--- src/rtl/inst_sraml2axi_if.sv ---
// Bus interfaces for the instruction-side SRAM-like to AXI read bridge.
//
// inst_sram_if   : SRAM-like fetch port.
//                  master = the upstream requester; slave = the bridge.
//                  Request : inst_req, inst_wr, inst_size, inst_addr, inst_wdata
//                  Response: inst_addr_ok, inst_data_ok, inst_rdata, inst_bus_err
// inst_axi_rd_if : AXI4 read-address and read-data channels.
//                  master = the bridge; slave = the memory system.
//                  AR: arid, araddr, arlen, arsize, arburst, arlock, arcache,
//                      arprot, arvalid / arready
//                  R : rid, rdata, rresp, rlast, rvalid / rready

interface inst_sram_if;
  logic        inst_req;
  logic        inst_wr;
  logic [1:0]  inst_size;
  logic [31:0] inst_addr;
  logic [31:0] inst_wdata;
  logic        inst_addr_ok;
  logic        inst_data_ok;
  logic [31:0] inst_rdata;
  logic        inst_bus_err;

  modport master (
    output inst_req, inst_wr, inst_size, inst_addr, inst_wdata,
    input  inst_addr_ok, inst_data_ok, inst_rdata, inst_bus_err
  );

  modport slave (
    input  inst_req, inst_wr, inst_size, inst_addr, inst_wdata,
    output inst_addr_ok, inst_data_ok, inst_rdata, inst_bus_err
  );
endinterface

interface inst_axi_rd_if;
  logic [3:0]  arid;
  logic [31:0] araddr;
  logic [7:0]  arlen;
  logic [2:0]  arsize;
  logic [1:0]  arburst;
  logic [1:0]  arlock;
  logic [3:0]  arcache;
  logic [2:0]  arprot;
  logic        arvalid;
  logic        arready;
  logic [3:0]  rid;
  logic [31:0] rdata;
  logic [1:0]  rresp;
  logic        rlast;
  logic        rvalid;
  logic        rready;

  modport master (
    output arid, araddr, arlen, arsize, arburst, arlock, arcache, arprot,
           arvalid, rready,
    input  arready, rid, rdata, rresp, rlast, rvalid
  );

  modport slave (
    input  arid, araddr, arlen, arsize, arburst, arlock, arcache, arprot,
           arvalid, rready,
    output arready, rid, rdata, rresp, rlast, rvalid
  );
endinterface

--- src/rtl/inst_sraml2axi.sv ---
// Instruction-side bridge: SRAM-like fetch requests to single-beat AXI4 reads.
// One transaction is outstanding at a time; a non-OKAY rresp is reported to
// the core as a one-cycle inst_bus_err pulse alongside inst_data_ok.
//
// Ports
//   clk    : clock, all state on rising edge
//   resetn : asynchronous active-low reset
//   sram   : SRAM-like fetch port (slave side); inst_wr / inst_wdata ignored
//   axi    : AXI4 AR/R channels (master side); rid ignored
// Parameter
//   ARID_VAL : constant driven on arid

module inst_sraml2axi #(
  parameter logic [3:0] ARID_VAL = 4'd0
) (
  input  logic           clk,
  input  logic           resetn,
  inst_sram_if.slave     sram,
  inst_axi_rd_if.master  axi
);

  typedef enum logic [1:0] {
    S_IDLE = 2'd0,
    S_AR   = 2'd1,
    S_R    = 2'd2
  } state_t;

  state_t      r_state;
  state_t      w_state_nxt;
  logic [31:0] r_addr_q;
  logic [1:0]  r_size_q;
  logic        w_accept;
  logic        w_unused;

  // The bridge only reads; these inputs are deliberately left unconnected.
  assign w_unused = ^{sram.inst_wr, sram.inst_wdata, axi.rid};

  // NOTE: sequential state uses non-blocking (<=) so every flop samples the
  // pre-edge values; blocking here would create order-dependent simulation.
  always_ff @(posedge clk or negedge resetn) begin
    if (!resetn) begin
      r_state <= S_IDLE;
    end else begin
      r_state <= w_state_nxt;
    end
  end

  // NOTE: the address/size holders carry an explicit reset so araddr/arsize
  // never show X after reset, even though they are only consumed in AR.
  always_ff @(posedge clk or negedge resetn) begin
    if (!resetn) begin
      r_addr_q <= '0;
      r_size_q <= '0;
    end else if (w_accept) begin
      r_addr_q <= sram.inst_addr;
      r_size_q <= sram.inst_size;
    end
  end

  // NOTE: every output of this block gets a default first, so no path leaves
  // a signal unassigned and no latch is inferred.
  always_comb begin
    w_state_nxt       = r_state;
    w_accept          = 1'b0;
    sram.inst_addr_ok = 1'b0;
    sram.inst_data_ok = 1'b0;
    sram.inst_rdata   = '0;
    sram.inst_bus_err = 1'b0;
    axi.arvalid       = 1'b0;
    axi.rready        = 1'b0;

    unique case (r_state)
      S_IDLE: begin
        sram.inst_addr_ok = sram.inst_req;
        w_accept          = sram.inst_req;
        if (sram.inst_req) w_state_nxt = S_AR;
      end
      S_AR: begin
        // arvalid is a pure state decode, so it is glitch-free and drops
        // the instant resetn forces the state register back to IDLE.
        axi.arvalid = 1'b1;
        if (axi.arready) w_state_nxt = S_R;
      end
      S_R: begin
        axi.rready = 1'b1;
        // A beat without rlast is accepted and dropped; with arlen=0 the
        // only beat is also the last one.
        if (axi.rvalid && axi.rlast) begin
          sram.inst_data_ok = 1'b1;
          sram.inst_rdata   = axi.rdata;
          sram.inst_bus_err = (axi.rresp != 2'b00);
          w_state_nxt       = S_IDLE;
        end
      end
      default: w_state_nxt = S_IDLE;
    endcase
  end

  // Request fields are held in flops, so they stay stable while arvalid is up.
  assign axi.araddr  = r_addr_q;
  assign axi.arsize  = {1'b0, r_size_q};
  assign axi.arid    = ARID_VAL;
  assign axi.arlen   = 8'd0;
  assign axi.arburst = 2'b01;
  assign axi.arlock  = 2'b00;
  assign axi.arcache = 4'b0000;
  assign axi.arprot  = 3'b000;

endmodule

--- src/flat_wrapper.sv ---
// flat-port wrapper written by rule: the top's interface ports become plain ports
module inst_sraml2axi_flat 
#(
  parameter logic [3:0] ARID_VAL = 4'd0
)
  (clk, resetn, sram_inst_req, sram_inst_wr, sram_inst_size, sram_inst_addr, sram_inst_wdata, sram_inst_addr_ok, sram_inst_data_ok, sram_inst_rdata, sram_inst_bus_err, axi_arid, axi_araddr, axi_arlen, axi_arsize, axi_arburst, axi_arlock, axi_arcache, axi_arprot, axi_arvalid, axi_rready, axi_arready, axi_rid, axi_rdata, axi_rresp, axi_rlast, axi_rvalid);
  inst_sram_if sram_i ();
  inst_axi_rd_if axi_i ();
  input  logic clk;
  input  logic resetn;
  input wire logic [$bits(sram_i.inst_req)-1:0] sram_inst_req;
  input wire logic [$bits(sram_i.inst_wr)-1:0] sram_inst_wr;
  input wire logic [$bits(sram_i.inst_size)-1:0] sram_inst_size;
  input wire logic [$bits(sram_i.inst_addr)-1:0] sram_inst_addr;
  input wire logic [$bits(sram_i.inst_wdata)-1:0] sram_inst_wdata;
  output wire logic [$bits(sram_i.inst_addr_ok)-1:0] sram_inst_addr_ok;
  output wire logic [$bits(sram_i.inst_data_ok)-1:0] sram_inst_data_ok;
  output wire logic [$bits(sram_i.inst_rdata)-1:0] sram_inst_rdata;
  output wire logic [$bits(sram_i.inst_bus_err)-1:0] sram_inst_bus_err;
  output wire logic [$bits(axi_i.arid)-1:0] axi_arid;
  output wire logic [$bits(axi_i.araddr)-1:0] axi_araddr;
  output wire logic [$bits(axi_i.arlen)-1:0] axi_arlen;
  output wire logic [$bits(axi_i.arsize)-1:0] axi_arsize;
  output wire logic [$bits(axi_i.arburst)-1:0] axi_arburst;
  output wire logic [$bits(axi_i.arlock)-1:0] axi_arlock;
  output wire logic [$bits(axi_i.arcache)-1:0] axi_arcache;
  output wire logic [$bits(axi_i.arprot)-1:0] axi_arprot;
  output wire logic [$bits(axi_i.arvalid)-1:0] axi_arvalid;
  output wire logic [$bits(axi_i.rready)-1:0] axi_rready;
  input wire logic [$bits(axi_i.arready)-1:0] axi_arready;
  input wire logic [$bits(axi_i.rid)-1:0] axi_rid;
  input wire logic [$bits(axi_i.rdata)-1:0] axi_rdata;
  input wire logic [$bits(axi_i.rresp)-1:0] axi_rresp;
  input wire logic [$bits(axi_i.rlast)-1:0] axi_rlast;
  input wire logic [$bits(axi_i.rvalid)-1:0] axi_rvalid;
  assign sram_i.inst_req = sram_inst_req;
  assign sram_i.inst_wr = sram_inst_wr;
  assign sram_i.inst_size = sram_inst_size;
  assign sram_i.inst_addr = sram_inst_addr;
  assign sram_i.inst_wdata = sram_inst_wdata;
  assign sram_inst_addr_ok = sram_i.inst_addr_ok;
  assign sram_inst_data_ok = sram_i.inst_data_ok;
  assign sram_inst_rdata = sram_i.inst_rdata;
  assign sram_inst_bus_err = sram_i.inst_bus_err;
  assign axi_arid = axi_i.arid;
  assign axi_araddr = axi_i.araddr;
  assign axi_arlen = axi_i.arlen;
  assign axi_arsize = axi_i.arsize;
  assign axi_arburst = axi_i.arburst;
  assign axi_arlock = axi_i.arlock;
  assign axi_arcache = axi_i.arcache;
  assign axi_arprot = axi_i.arprot;
  assign axi_arvalid = axi_i.arvalid;
  assign axi_rready = axi_i.rready;
  assign axi_i.arready = axi_arready;
  assign axi_i.rid = axi_rid;
  assign axi_i.rdata = axi_rdata;
  assign axi_i.rresp = axi_rresp;
  assign axi_i.rlast = axi_rlast;
  assign axi_i.rvalid = axi_rvalid;
  inst_sraml2axi #(.ARID_VAL(ARID_VAL)) u_core (.clk(clk), .resetn(resetn), .sram(sram_i), .axi(axi_i));
endmodule
--- config.mk ---
export PLATFORM = sky130hd
export DESIGN_NAME = inst_sraml2axi_flat
export DESIGN_NICKNAME = d
export VERILOG_FILES = /design/src/rtl/inst_sraml2axi_if.sv /design/src/rtl/inst_sraml2axi.sv /design/src/flat_wrapper.sv
export SDC_FILE = /design/constraint.sdc
export NUM_CORES = 1
export LEC_CHECK = 0
export ABC_CLOCK_PERIOD_IN_PS = 2050
export BUFFER_PORTS_ARGS = -buffer_cell sky130_fd_sc_hd__buf_2
export CAP_MARGIN = 30
export CORE_ASPECT_RATIO = 1.25
export CORE_MARGIN = 5
export CORE_UTILIZATION = 34
export DETAILED_ROUTE_END_ITERATION = 12
export PLACE_DENSITY_LB_ADDON = 0.15
export SYNTH_ARGS = -nofsm -noshare
export SYNTH_HDL_FRONTEND = slang
export SYNTH_SLANG_ARGS = --single-unit
--- constraint.sdc ---
create_clock -name clk -period 2.05 [get_ports clk]
set_clock_uncertainty 0.15 [all_clocks]
set_input_delay 0.1025 -clock clk [delete_from_list [all_inputs] [get_ports clk]]
set_output_delay 0.1025 -clock clk [all_outputs]
set_load 0.02 [all_outputs]
Word-level counts from Yosys, hierarchy flattened
Cells that the tools add are included.
{"block": "op_classes", "eq_ne": 5, "n_mux": 13, "n_reduce_logical": 4}
{"cell": "32-bit 2-to-1 mux", "count": 2}
{"cell": "1-bit 2-to-1 mux", "count": 7}
{"cell": "2-bit 2-to-1 mux", "count": 3}
{"cell": "2-bit one-hot mux with 3 select lines", "count": 1}
{"cell": "2-bit != test, second input constant", "count": 2}
{"cell": "3-bit AND reduction", "count": 1}
{"cell": "2-bit by 1-bit == test with 1-bit output, second input constant", "count": 1}
{"cell": "2-bit == test, second input constant", "count": 1}
{"cell": "2-bit logical NOT", "count": 1}
{"cell": "2-bit by 1-bit != test with 1-bit output, second input constant", "count": 1}
{"cell": "2-bit nonzero test", "count": 1}
{"cell": "1-bit logical AND", "count": 1}
{"block": "totals", "ff_bits": 36, "inputBits": 111, "wordCells": 25, "out_inout_bits": 95}

Depth between registers and ports, before layout
{"block": "depth", "ltp_word": 3, "depth_mapped": 3, "ltp_nobuf": 2}

Worst setup path after synthesis
No wires, ideal clock.
{"block": "synth_timing", "kind": "reg-to-reg", "startpoint": "register u_core.r_state[0]", "endpoint": "register u_core.r_addr_q[0], in the netlist u_core.axi.araddr[0]", "setup_time_ns": 0.125, "required_ns": 1.775, "setup_slack_ns": 0.424, "stages_incl_launch_ff": 4, "t_arrival_ns": 1.351, "n_path_buf": 1, "synth_period_minus_slack_ns": 1.626, "cell_sequence": "dfrtp_1 nor3b_4 buf_6 mux2_2"}
{"block": "synth_between", "elab_chain_len": 2}
{"element": "start, declared", "line_no": "inst_sraml2axi.sv:28", "rtl": "state_t r_state;"}
{"element": "start signal, assigned", "line_no": "inst_sraml2axi.sv:44", "rtl": "r_state <= w_state_nxt;"}
{"element": "2-bit logical NOT"}
{"element": "1-bit 2-to-1 mux"}
{"element": "net sram_inst_addr_ok", "line_no": "flat_wrapper.sv:16", "rtl": "output wire logic [$bits(sram_i.inst_addr_ok)-1:0] sram_inst_addr_ok;"}
{"element": "end signal, assigned", "line_no": "inst_sraml2axi.sv:55", "rtl": "r_addr_q <= sram.inst_addr;"}
{"element": "end, declared", "line_no": "inst_sraml2axi.sv:30", "rtl": "logic [31:0] r_addr_q;"}
The timed path passes the listed nets, and every way through them passes these cells.
A chain may end at the register's enable or synchronous reset.

Worst setup path in the final report
{"block": "layout_timing", "startpoint": "register u_core.r_state[0]", "endpoint": "output port sram_inst_rdata[22]"}
{"block": "layout_between", "elab_chain_len": 2}
{"element": "2-bit == test", "line_no": "inst_sraml2axi.sv:72", "rtl": "unique case (r_state)"}
{"element": "32-bit 2-to-1 mux", "line_no": "inst_sraml2axi.sv:72"}
{"element": "end, declared", "line_no": "flat_wrapper.sv:18", "rtl": "output wire logic [$bits(sram_i.inst_rdata)-1:0] sram_inst_rdata;"}
No other way between the ends.

==> results.sh <==
export IMPL_power_frac_clock=0.165
export IMPL_die_height_um=91.2
export IMPL_yosys_area_top_type="dfrtp_1"
export IMPL_ant_nets=0
export IMPL_ys_types=18
export IMPL_post_cts_buffers=0
export IMPL_leakage_nw=1.61
export IMPL_hp_class="primary input to async pin"
export IMPL_synth_area_leaders="dfrtp_1 (50%), mux2_2 (21%), and2_1 (11%)"
export IMPL_end_kind="primary output"
export IMPL_grt_pass1_wl_um=8090
export IMPL_slew_headroom=0.460
export IMPL_drtIter0Drc=23
export IMPL_crit_slowest_cell="dfrtp_1"
export IMPL_die_area_um2=6830
export IMPL_p_sw_w=0.00144
export IMPL_path_class="register to primary output"
export IMPL_path_delay_family="flip-flops"
export IMPL_globalRouteTotalUtil=0.150
export IMPL_timing_fmax_mhz=548
export IMPL_async_flop_share=1.00
export IMPL_yosysMostFrequentCell="dfrtp_1"
export IMPL_cts_tree="built"
export IMPL_required_ns=1.80
export IMPL_switching_share=0.391
export IMPL_p_per_area_nw_per_um2=1240
export IMPL_antenna_found_initial=0
export IMPL_highest_layer="met4"
export IMPL_worstPathCellList="and4b_1 > buf_4 > and2_1 > buf_2"
export IMPL_dp_hpwl_um=4010
export IMPL_grt_pass1_vias=1752
export IMPL_seq_power_share=0.344
export IMPL_path_clk_slew_ns=0.07
export IMPL_cts_buffers=5
export IMPL_ioPinCount=206
export IMPL_met1_length_um=1900
export IMPL_tns_ns=0
export IMPL_gp_congestion=0.737
export IMPL_drive_above_1_share=0.571
export IMPL_yosysTopAreaCellShare=0.503
export IMPL_start_kind="register"
export IMPL_clk_latency_ns=0.28
export IMPL_worstMarginPinSlew_ns=0.810
export IMPL_h_tree_depth=2
export IMPL_fp_dieW_um=74.9
export IMPL_yosys_top_cells_count="dfrtp_1 (36), mux2_2 (33), and2_1 (32), buf_4 (24), buf_6 (3)"
export IMPL_status="finished clean"
export IMPL_wl_met2_um=2770
export IMPL_max_cap_violations=0
export IMPL_path_max_fanout=34
export IMPL_ys_warn_count=0
export IMPL_synth_edf_count=0
export IMPL_first_pass_iters=4
export IMPL_viasPerCell=4.25
export IMPL_grt_max_degree=37
export IMPL_final_cells=391
export IMPL_wl_met3_um=699
export IMPL_root_buffer="clkbuf_8"
export IMPL_dp_cells=344
export IMPL_synth_cells=143
export IMPL_hold_viol=0
export IMPL_syn_cell_area_um2=1790
export IMPL_setup_viol=0
export IMPL_drt_drc_violations_left=0
export IMPL_syn2layout_area_growth_pct=65.6
export IMPL_arrival_ns=1.57
export IMPL_start_util=0.350
export IMPL_clock_path_buffers=2
export IMPL_worst_path_buf_inv=2
export IMPL_final_nets=439
export IMPL_vdd_drop_max_mv=0.826
export IMPL_drt_wl_total_um=5420
export IMPL_period_minus_slack_ns=1.82
export IMPL_grt_overflow=0
export IMPL_wl_per_cell_um=13.9
export IMPL_fillCellCount=442
export IMPL_clock_sinks=36
export IMPL_ys_flop_type="dfrtp_1"
export IMPL_synth_seq_area_share=0.503
export IMPL_syn_area_per_cell_um2=12.5
export IMPL_ys_ff_latch=36
export IMPL_maxSlewViolCount=0
export IMPL_rsz0062_at_grt="no"
export IMPL_power_frac_comb=0.491
export IMPL_portBuffers=144
export IMPL_period_share=0.890
export IMPL_max_stage_delay_ns=0.45
export IMPL_n_antenna_cell=0
export IMPL_vias=1661
export IMPL_coreArea_um2=5120
export IMPL_p_int_w=0.00224
export IMPL_row_count=29
[worst reg2reg max path, delay by kind of cell (launching register included)]
family / cells / cell delay, ns
AND/OR/NAND/NOR: 1 / 0.23
multiplexers: 1 / 0.38
flip-flops: 1 / 0.45
buffers and inverters: 1 / 0.31
[metrics by stage]
step | power, W | area, um2 | setup WS [ns] | hold slack (ns) | util
floorplan | 0.00247 | 1870 | 0.424 | -0.343 | -
global placement | 0.00300 | 2470 | 0.428 | 0.0994 | 0.483
detailed placement | 0.00303 | 2470 | 0.420 | 0.106 | 0.483
CTS | 0.00373 | 2970 | 0.200 | 0.326 | 0.580
global route | 0.00391 | 2970 | 0.118 | 0.364 | 0.580
finish | 0.00368 | 2970 | 0.226 | 0.301 | 0.580
[cell families (layout without fill, tap and decap cells)]
| kind of cell | count (synthesis) | in the layout | share of synthesized area |
|---|---|---|---|
| mux | 34 | 34 | 0.214 |
| flops | 36 | 36 | 0.503 |
| compound gates | 3 | 3 | 0.0133 |
| buf+inv | 30 | 194 | 0.126 |
| simple gates | 38 | 38 | 0.140 |
| other cells | 2 | 24 | 0.00419 |
[state kept, by name (all words and copies together), names as in the netlist]
signal	cells
u_core.r_size_q	2
u_core.axi.araddr	32
u_core.r_state	2
[path summary, 6_finish.rpt]
check / startpoint / endpoint / slack (ns) / cells after the start
hold / removal: resetn / u_core.axi.araddr[22]$_DFFE_PN0P_ / 0.30 / 2
max in group asynchronous: resetn / u_core.axi.araddr[21]$_DFFE_PN0P_ / 0.94 / 2
setup reg to reg: u_core.r_state[0]$_DFFE_PN0P_ / u_core.axi.araddr[31]$_DFFE_PN0P_ / 0.42 / 3
setup / recovery: u_core.r_state[0]$_DFFE_PN0P_ / sram_inst_rdata[22] / 0.23 / 4
min in group clk: u_core.axi.araddr[16]$_DFFE_PN0P_ / u_core.axi.araddr[16]$_DFFE_PN0P_ / 0.34 / 1
hold reg to reg: u_core.axi.araddr[16]$_DFFE_PN0P_ / u_core.axi.araddr[16]$_DFFE_PN0P_ / 0.34 / 1
[cell usage in the layout (no fill, tap or decap)]
cell and instances:
buf_4 3, dfrtp_1 36, o21a_1 1, nor3b_4 1, and2b_1 1, mux2_1 1, and4b_1 1, nor2b_1 1
mux2_2 33, dlygate4sd3_1 39, nand2_1 1, nor2_1 1, clkbuf_1 1, conb_1 24, a211oi_1 1, buf_2 144
bufinv_16 1, clkbuf_8 5, clkinv_2 1, a22o_1 1, and2_1 32
[power groups by stage]
stage               sequential [W]  clock (W)  combinational, W
floorplan                  0.00171          0          0.000760
global placement           0.00126          0           0.00174
detailed placement         0.00127          0           0.00175
CTS                        0.00127   0.000633           0.00183
global route               0.00132   0.000656           0.00193
finish                     0.00127   0.000606           0.00180
[per-layer routing]
| metal | up-vias | global-route usage |
|---|---|---|
| met5 | - | 0 |
| li1 | 787 | - |
| met3 | 6 | 0.0442 |
| met1 | 762 | 0.154 |
| met4 | 0 | 0.0401 |
| met2 | 106 | 0.282 |
[cell type report]
cell class / count / area (um2) / share of cell area
Timing Repair Buffer: 186 / 1130 / 0.382
Sequential cell: 36 / 901 / 0.304
Multi-Input combinational cell: 99 / 747 / 0.252
Tap cell: 62 / 77.6 / 0.0261
Clock buffer: 6 / 72.6 / 0.0245
Clock inverter: 2 / 35.0 / 0.0118
[timing repair]
action                                 CTS  global route
gates resized for setup                  0             0
hold buffers                            39             0
endpoints found under the hold margin   72             0
Power figures use the tool's default switching activity.
